## config.mk

```make
export PLATFORM = sky130hd
export DESIGN_NAME = windowed_register_file_flat
export DESIGN_NICKNAME = d
export VERILOG_FILES = /design/src/rtl/windowed_register_file_if.sv /design/src/rtl/windowed_register_file.sv /design/src/flat_wrapper.sv
export SDC_FILE = /design/constraint.sdc
export NUM_CORES = 2
export LEC_CHECK = 0
export BUFFER_PORTS_ARGS = -buffer_cell sky130_fd_sc_hd__clkbuf_2
export CAP_MARGIN = 20
export CORE_ASPECT_RATIO = 1.4
export CORE_MARGIN = 2
export CORE_UTILIZATION = 50
export CTS_CLUSTER_DIAMETER = 200
export CTS_CLUSTER_SIZE = 40
export DETAILED_ROUTE_END_ITERATION = 6
export GPL_ROUTABILITY_DRIVEN = 0
export PLACE_DENSITY = 0.73
export SYNTH_ARGS = -nofsm -noshare
export SYNTH_HDL_FRONTEND = slang
export SYNTH_SLANG_ARGS = --single-unit
```

## constraint.sdc

```tcl
create_clock -name clk -period 3.3 [get_ports clk]
set_input_delay 0.165 -clock clk [delete_from_list [all_inputs] [get_ports clk]]
set_output_delay 0.165 -clock clk [all_outputs]
set_load 0.01 [all_outputs]
```

## src/rtl/windowed_register_file_if.sv

```systemverilog
// rtl/windowed_register_file_if.sv - operand/writeback/window-control bundle for windowed_register_file
interface windowed_register_file_if #(
   parameter int NWINDOWS = 4,
   parameter int CWPW     = 2
);
   logic [4:0]          rs1;
   logic [4:0]          rs2;
   logic [4:0]          rd;
   logic                we;
   logic [31:0]         wr_data;
   logic                save;
   logic                restore;
   logic                cwp_we;
   logic [CWPW-1:0]     cwp_in;
   logic                wim_we;
   logic [NWINDOWS-1:0] wim_in;
   logic [31:0]         rdata1;
   logic [31:0]         rdata2;
   logic [CWPW-1:0]     cwp;
   logic [NWINDOWS-1:0] wim;
   logic                window_overflow;
   logic                window_underflow;

   modport master (
      output rs1, rs2, rd, we, wr_data, save, restore, cwp_we, cwp_in, wim_we, wim_in,
      input  rdata1, rdata2, cwp, wim, window_overflow, window_underflow
   );

   modport slave (
      input  rs1, rs2, rd, we, wr_data, save, restore, cwp_we, cwp_in, wim_we, wim_in,
      output rdata1, rdata2, cwp, wim, window_overflow, window_underflow
   );
endinterface

```

## src/rtl/windowed_register_file.sv

```systemverilog
// rtl/windowed_register_file.sv - SPARC V8 windowed integer register file with CWP/WIM and window traps
module windowed_register_file #(
   parameter int NWINDOWS = 4,
   parameter int CWPW     = 2
) (
   input logic                    clk,
   input logic                    reset_n,
   windowed_register_file_if.slave bus
);
   localparam int NPHYS = 16 * NWINDOWS;
   localparam int IW    = CWPW + 4;

   logic [31:0]         gregs [8];
   logic [31:0]         wregs [NPHYS];
   logic [CWPW-1:0]     cwp_q;
   logic [NWINDOWS-1:0] wim_q;
   logic                ovf_q;
   logic                unf_q;

   logic [CWPW-1:0]     save_tgt;
   logic [CWPW-1:0]     rest_tgt;
   logic [CWPW-1:0]     cwp_nx;
   logic                ovf_nx;
   logic                unf_nx;
   logic                wr_en;

   // Ins of window c live in the outs slot of window c+1; CWPW-bit wrap gives the mod.
   function automatic logic [IW-1:0] widx(input logic [4:0] r, input logic [CWPW-1:0] c);
      case (r[4:3])
         2'b01:   widx = {c, 1'b0, r[2:0]};
         2'b10:   widx = {c, 1'b1, r[2:0]};
         default: widx = {c + CWPW'(1), 1'b0, r[2:0]};
      endcase
   endfunction

   function automatic logic [31:0] read_reg(input logic [4:0] r, input logic [CWPW-1:0] c);
      if (r == 5'd0)
         read_reg = 32'd0;
      else if (r[4:3] == 2'b00)
         read_reg = gregs[r[2:0]];
      else
         read_reg = wregs[widx(r, c)];
   endfunction

   always_comb begin
      bus.rdata1 = read_reg(bus.rs1, cwp_q);
      bus.rdata2 = read_reg(bus.rs2, cwp_q);
   end

   // Trap checks use the pre-edge WIM; a trapped SAVE/RESTORE also kills the writeback.
   always_comb begin
      save_tgt = cwp_q - CWPW'(1);
      rest_tgt = cwp_q + CWPW'(1);
      cwp_nx   = cwp_q;
      ovf_nx   = 1'b0;
      unf_nx   = 1'b0;
      if (bus.cwp_we) begin
         cwp_nx = bus.cwp_in;
      end else if (bus.save && !bus.restore) begin
         if (wim_q[save_tgt]) ovf_nx = 1'b1;
         else                 cwp_nx = save_tgt;
      end else if (bus.restore && !bus.save) begin
         if (wim_q[rest_tgt]) unf_nx = 1'b1;
         else                 cwp_nx = rest_tgt;
      end
      wr_en = bus.we && (bus.rd != 5'd0) && !ovf_nx && !unf_nx;
   end

   always_ff @(posedge clk or negedge reset_n) begin
      if (!reset_n) begin
         for (int i = 0; i < 8; i++)     gregs[i] <= 32'd0;
         for (int i = 0; i < NPHYS; i++) wregs[i] <= 32'd0;
         cwp_q <= '0;
         wim_q <= '0;
         ovf_q <= 1'b0;
         unf_q <= 1'b0;
      end else begin
         cwp_q <= cwp_nx;
         ovf_q <= ovf_nx;
         unf_q <= unf_nx;
         if (bus.wim_we) wim_q <= bus.wim_in;
         if (wr_en) begin
            if (bus.rd[4:3] == 2'b00) gregs[bus.rd[2:0]]     <= bus.wr_data;
            else                      wregs[widx(bus.rd, cwp_nx)] <= bus.wr_data;
         end
      end
   end

   assign bus.cwp              = cwp_q;
   assign bus.wim              = wim_q;
   assign bus.window_overflow  = ovf_q;
   assign bus.window_underflow = unf_q;
endmodule

```

## src/flat_wrapper.sv

```systemverilog
// flat-port wrapper written by rule: the top's interface ports become plain ports
module windowed_register_file_flat 
#(
   parameter int NWINDOWS = 4,
   parameter int CWPW     = 2
)
  (clk, reset_n, bus_rs1, bus_rs2, bus_rd, bus_we, bus_wr_data, bus_save, bus_restore, bus_cwp_we, bus_cwp_in, bus_wim_we, bus_wim_in, bus_rdata1, bus_rdata2, bus_cwp, bus_wim, bus_window_overflow, bus_window_underflow);
  windowed_register_file_if #(.NWINDOWS(NWINDOWS), .CWPW(CWPW)) bus_i ();
  input logic clk;
  input logic reset_n;
  input wire logic [$bits(bus_i.rs1)-1:0] bus_rs1;
  input wire logic [$bits(bus_i.rs2)-1:0] bus_rs2;
  input wire logic [$bits(bus_i.rd)-1:0] bus_rd;
  input wire logic [$bits(bus_i.we)-1:0] bus_we;
  input wire logic [$bits(bus_i.wr_data)-1:0] bus_wr_data;
  input wire logic [$bits(bus_i.save)-1:0] bus_save;
  input wire logic [$bits(bus_i.restore)-1:0] bus_restore;
  input wire logic [$bits(bus_i.cwp_we)-1:0] bus_cwp_we;
  input wire logic [$bits(bus_i.cwp_in)-1:0] bus_cwp_in;
  input wire logic [$bits(bus_i.wim_we)-1:0] bus_wim_we;
  input wire logic [$bits(bus_i.wim_in)-1:0] bus_wim_in;
  output wire logic [$bits(bus_i.rdata1)-1:0] bus_rdata1;
  output wire logic [$bits(bus_i.rdata2)-1:0] bus_rdata2;
  output wire logic [$bits(bus_i.cwp)-1:0] bus_cwp;
  output wire logic [$bits(bus_i.wim)-1:0] bus_wim;
  output wire logic [$bits(bus_i.window_overflow)-1:0] bus_window_overflow;
  output wire logic [$bits(bus_i.window_underflow)-1:0] bus_window_underflow;
  assign bus_i.rs1 = bus_rs1;
  assign bus_i.rs2 = bus_rs2;
  assign bus_i.rd = bus_rd;
  assign bus_i.we = bus_we;
  assign bus_i.wr_data = bus_wr_data;
  assign bus_i.save = bus_save;
  assign bus_i.restore = bus_restore;
  assign bus_i.cwp_we = bus_cwp_we;
  assign bus_i.cwp_in = bus_cwp_in;
  assign bus_i.wim_we = bus_wim_we;
  assign bus_i.wim_in = bus_wim_in;
  assign bus_rdata1 = bus_i.rdata1;
  assign bus_rdata2 = bus_i.rdata2;
  assign bus_cwp = bus_i.cwp;
  assign bus_wim = bus_i.wim;
  assign bus_window_overflow = bus_i.window_overflow;
  assign bus_window_underflow = bus_i.window_underflow;
  windowed_register_file #(.NWINDOWS(NWINDOWS), .CWPW(CWPW)) u_core (.clk(clk), .reset_n(reset_n), .bus(bus_i));
endmodule
```

==> results.yml <==
yosys:
  synth.avg_cell_area_sq_um: 15.9
  synth_top_area_frac: 0.466
  synth_compound_area_frac: 0.0177
  synth_top_family_by_area: "multiplexers"
  synth_top_area_cell: "dfrtp_1"
  seq_area_frac_synth: 0.466
  synth-simple-area-share: 0.0184
  synth-xor-area-share: 0.000212
  synth-seq-cells: 2312
  synth_top_cells_by_area: "dfrtp_1 47%, mux4_2 24%, mux2_2 18%"
  synth.distinct_cells: 69
  synthAdderAreaFrac: 0.00101
  yosysWarnings: 0
  syn_area_sq_um: 124000
  syn_inst: 7806
  synth_edf_count: 0
  synth.area.mux_share: 0.466
  synthesis.nets: 7876
  synthArstFlopShare: 1.00
  synthFlopType: "dfrtp_1"
setup_path:
  cp-startpoint: "u_core.bus.cwp[0]"
  crit_required_ns: 3.13
  start_kind: "flip-flop"
  arrival_ns: 3.47
  reg2reg_depth: 14
  endpoint_kind: "primary output"
  worstSetupPathType: "reg2out"
  path_cells: "buf_6, buf_4, xnor2_4, o21ai_4, buf_4, buf_4, nor4_4, buf_4, nor3_4, a211oi_2, buf_4, clkbuf_2"
  timing.rr.end: "u_core.wregs[1019]"
  crit_top_cell: "buf_4"
  rrSetupSlack_ns: -0.30
  crit_end: "bus_rdata2[9]"
  critical_path_peak_fanout: 6
  cp_slowest_cell: "dfrtp_1"
  reg2reg_from: "u_core.bus.cwp[0]"
  slowest_delay_ns: 0.45
detailed_routing:
  drt-met1-wl_um: 154000
  first_iter_violations: 10305
  top_layer: "met5"
  route.detailed.drc: 1
  ant_nets: 0
  via_count: 82343
  dr.pass1.iters: 7
  met3_length_um: 46400
  drt_wl_total_um: 449000
  wl_met2_um: 206000
  post_drt_via_cell_ratio: 7.24
  wl_per_cell_um: 39.5
hold_path:
  hold_class: "in2reg"
timing:
  hold_ws_ns: 0.0838
  setup-tns-final_ns: -229.73
  worst_slew_pin_slew_ns: 1.18
  rsz0062_at_grt: "true"
  fin_crit_ns: 3.64
  finalCritPeriodShare: 1.10
  slew_viol_final: 0
  setup_ws_ns: -0.335
  skew_ns: 0.0440
  slew_headroom: 0.202
  setup_violations: 1938
  hold_viol_final: 0
  fmax_mhz: 275
layout:
  drive_gt1_frac: 0.606
  fin_nets: 8156
  fillers: 18374
  final_common_cell: "dfrtp_1"
  area.growth.synth_to_final_pct: 15.5
  final_area_sq_um: 143000
  fin_cells: 11371
  final_cell_mix: "2311 x dfrtp_1, 1835 x mux2_2, 1304 x mux4_2"
global_route:
  grt_pass1_wl_um: 624000
  track_usage: 0.347
  antenna_found_initial: 13
  grt_start_max_net_pins: 148
  grt_overflow: 0
  grt_pass1_vias: 84747
clock_network:
  cts-root-buf: "clkbuf_16"
  cts_max_level: 3
  cts_made_buffers: 67
  cts_tree: "yes"
  cts.path.max_buffers: 3
  cts_sinks: 2312
  clk_latency_ns: 0.80
  clk_pin_slew_ns: 0.17
power:
  p_leak_uw: 0.0634
  power_density_nw_per_um2: 469
  ir_worst_vdd_mv: 0.490
floorplanning:
  core_sq_um: 247000
  die_y_um: 593
  initial_utilization: 0.502
  die_area_sq_um: 252000
  chipWidth_um: 425
  fp-row-count: 216
  ios: 132
placed_design:
  port_buffers: 131
  hpwl_um: 289000
  dpl.cell_count: 11114
  place_ws_ns: -0.685
  place_area_sq_um: 135000
job:
  cap_violations: 0
status:
  status: "complete, but fails checks"
  violations: "design-rule violations, negative setup slack"
-- worst max-delay path, delay by kind of cell (launching register included) --
kind	cells	cell delay (ns)
buffers and inverters	7	1.22
AO/OA/AOI/OAI	2	0.53
flip-flops	1	0.45
AND/OR/NAND/NOR	2	0.31
XOR/XNOR	1	0.14
-- per-layer routing --
| layer | global-route usage | vias to the layer above |
|---|---|---|
| li1 | - | 30786 |
| met1 | 0.433 | 44551 |
| met2 | 0.528 | 5391 |
| met3 | 0.0839 | 1605 |
| met4 | 0.259 | 10 |
| met5 | 0 | - |
-- worst min path at each step --
stage                         start  cells after the start  slack [ns]                          to
floorplan                   reset_n                      0       -0.13           u_core.bus.cwp[0]
global placement            reset_n                      1        0.07           u_core.wregs[943]
detailed placement          reset_n                      1        0.07           u_core.wregs[943]
CTS                     bus_restore                      3       0.006  u_core.bus.window_overflow
global route                reset_n                      3         0.1          u_core.wregs[2027]
finish              bus_wr_data[29]                      2        0.08            u_core.wregs[29]
-- through the flow --
stage	power [uW]	util
finish	67100	0.580
global route	69200	0.580
detailed placement	52500	0.547
global placement	51600	0.547
CTS	66100	0.571
floorplan	45600	-
-- synth_stat cells (12+ instances only) --
cell type and n:
dfrtp_1 2312, mux2_2 1978, mux4_2 1304, clkbuf_1 445
mux2_1 274, buf_2 259, nand2_1 176, buf_1 170
mux2i_1 169, mux2_4 91, nor2_1 58, a21oi_1 57
o22ai_1 57, nor3_1 52, a211oi_1 42, nand3_1 38
nor2b_1 33, a2111oi_0 26, a31oi_1 20, nor3_2 20
o21ai_0 18, or4_1 14, o221ai_1 13, a22oi_1 12
and3_1 12, nor4_1 12
-- state kept, by name (all words and copies together), names as in the netlist --
register                     cells
u_core.gregs                   256
u_core.wregs                  2048
u_core.bus.cwp                   2
u_core.bus.window_overflow       1
u_core.bus.window_underflow      1
u_core.bus.wim                   4
-- cell families after synthesis --
| family | Yosys count |
|---|---|
| simple gates | 453 |
| mux | 3816 |
| compound gates | 314 |
| fa+ha+maj | 10 |
| xor+xnor | 3 |
| buf+inv | 898 |
| flops | 2312 |
-- power breakdown --
| part | leakage (uW) | total (uW) | switching [uW] | internal, uW |
|---|---|---|---|---|
| clock network | 0.000882 | 12700 | 8830 | 3860 |
| logic | 0.0314 | 18900 | 8480 | 10400 |
| registers | 0.0312 | 35600 | 3220 | 32400 |
-- what timing repair did --
item                                    in CTS  in global routing
hold endpoints to repair                  1344                 12
endpoints found under the setup margin    2011               1985
hold buffers                                15                  1
resized for setup                          537                344
cloned                                      16                 21
pin swaps                                   83                 57
buffers inserted                           101                 48
-- layout make-up --
type | count | area [sq um] | area share
flip-flops and latches | 2312 | 57900 | 0.404
clock buffers | 69 | 1730 | 0.0120
repair buffers | 1095 | 13500 | 0.0944
inverters | 13 | 72.6 | 0.000506
diodes | 9 | 22.5 | 0.000157
multi-input cells | 4597 | 65900 | 0.460
well taps | 3270 | 4090 | 0.0286
clock inverters | 6 | 67.6 | 0.000471
Note: power is estimated with default switching activity, not from simulation.
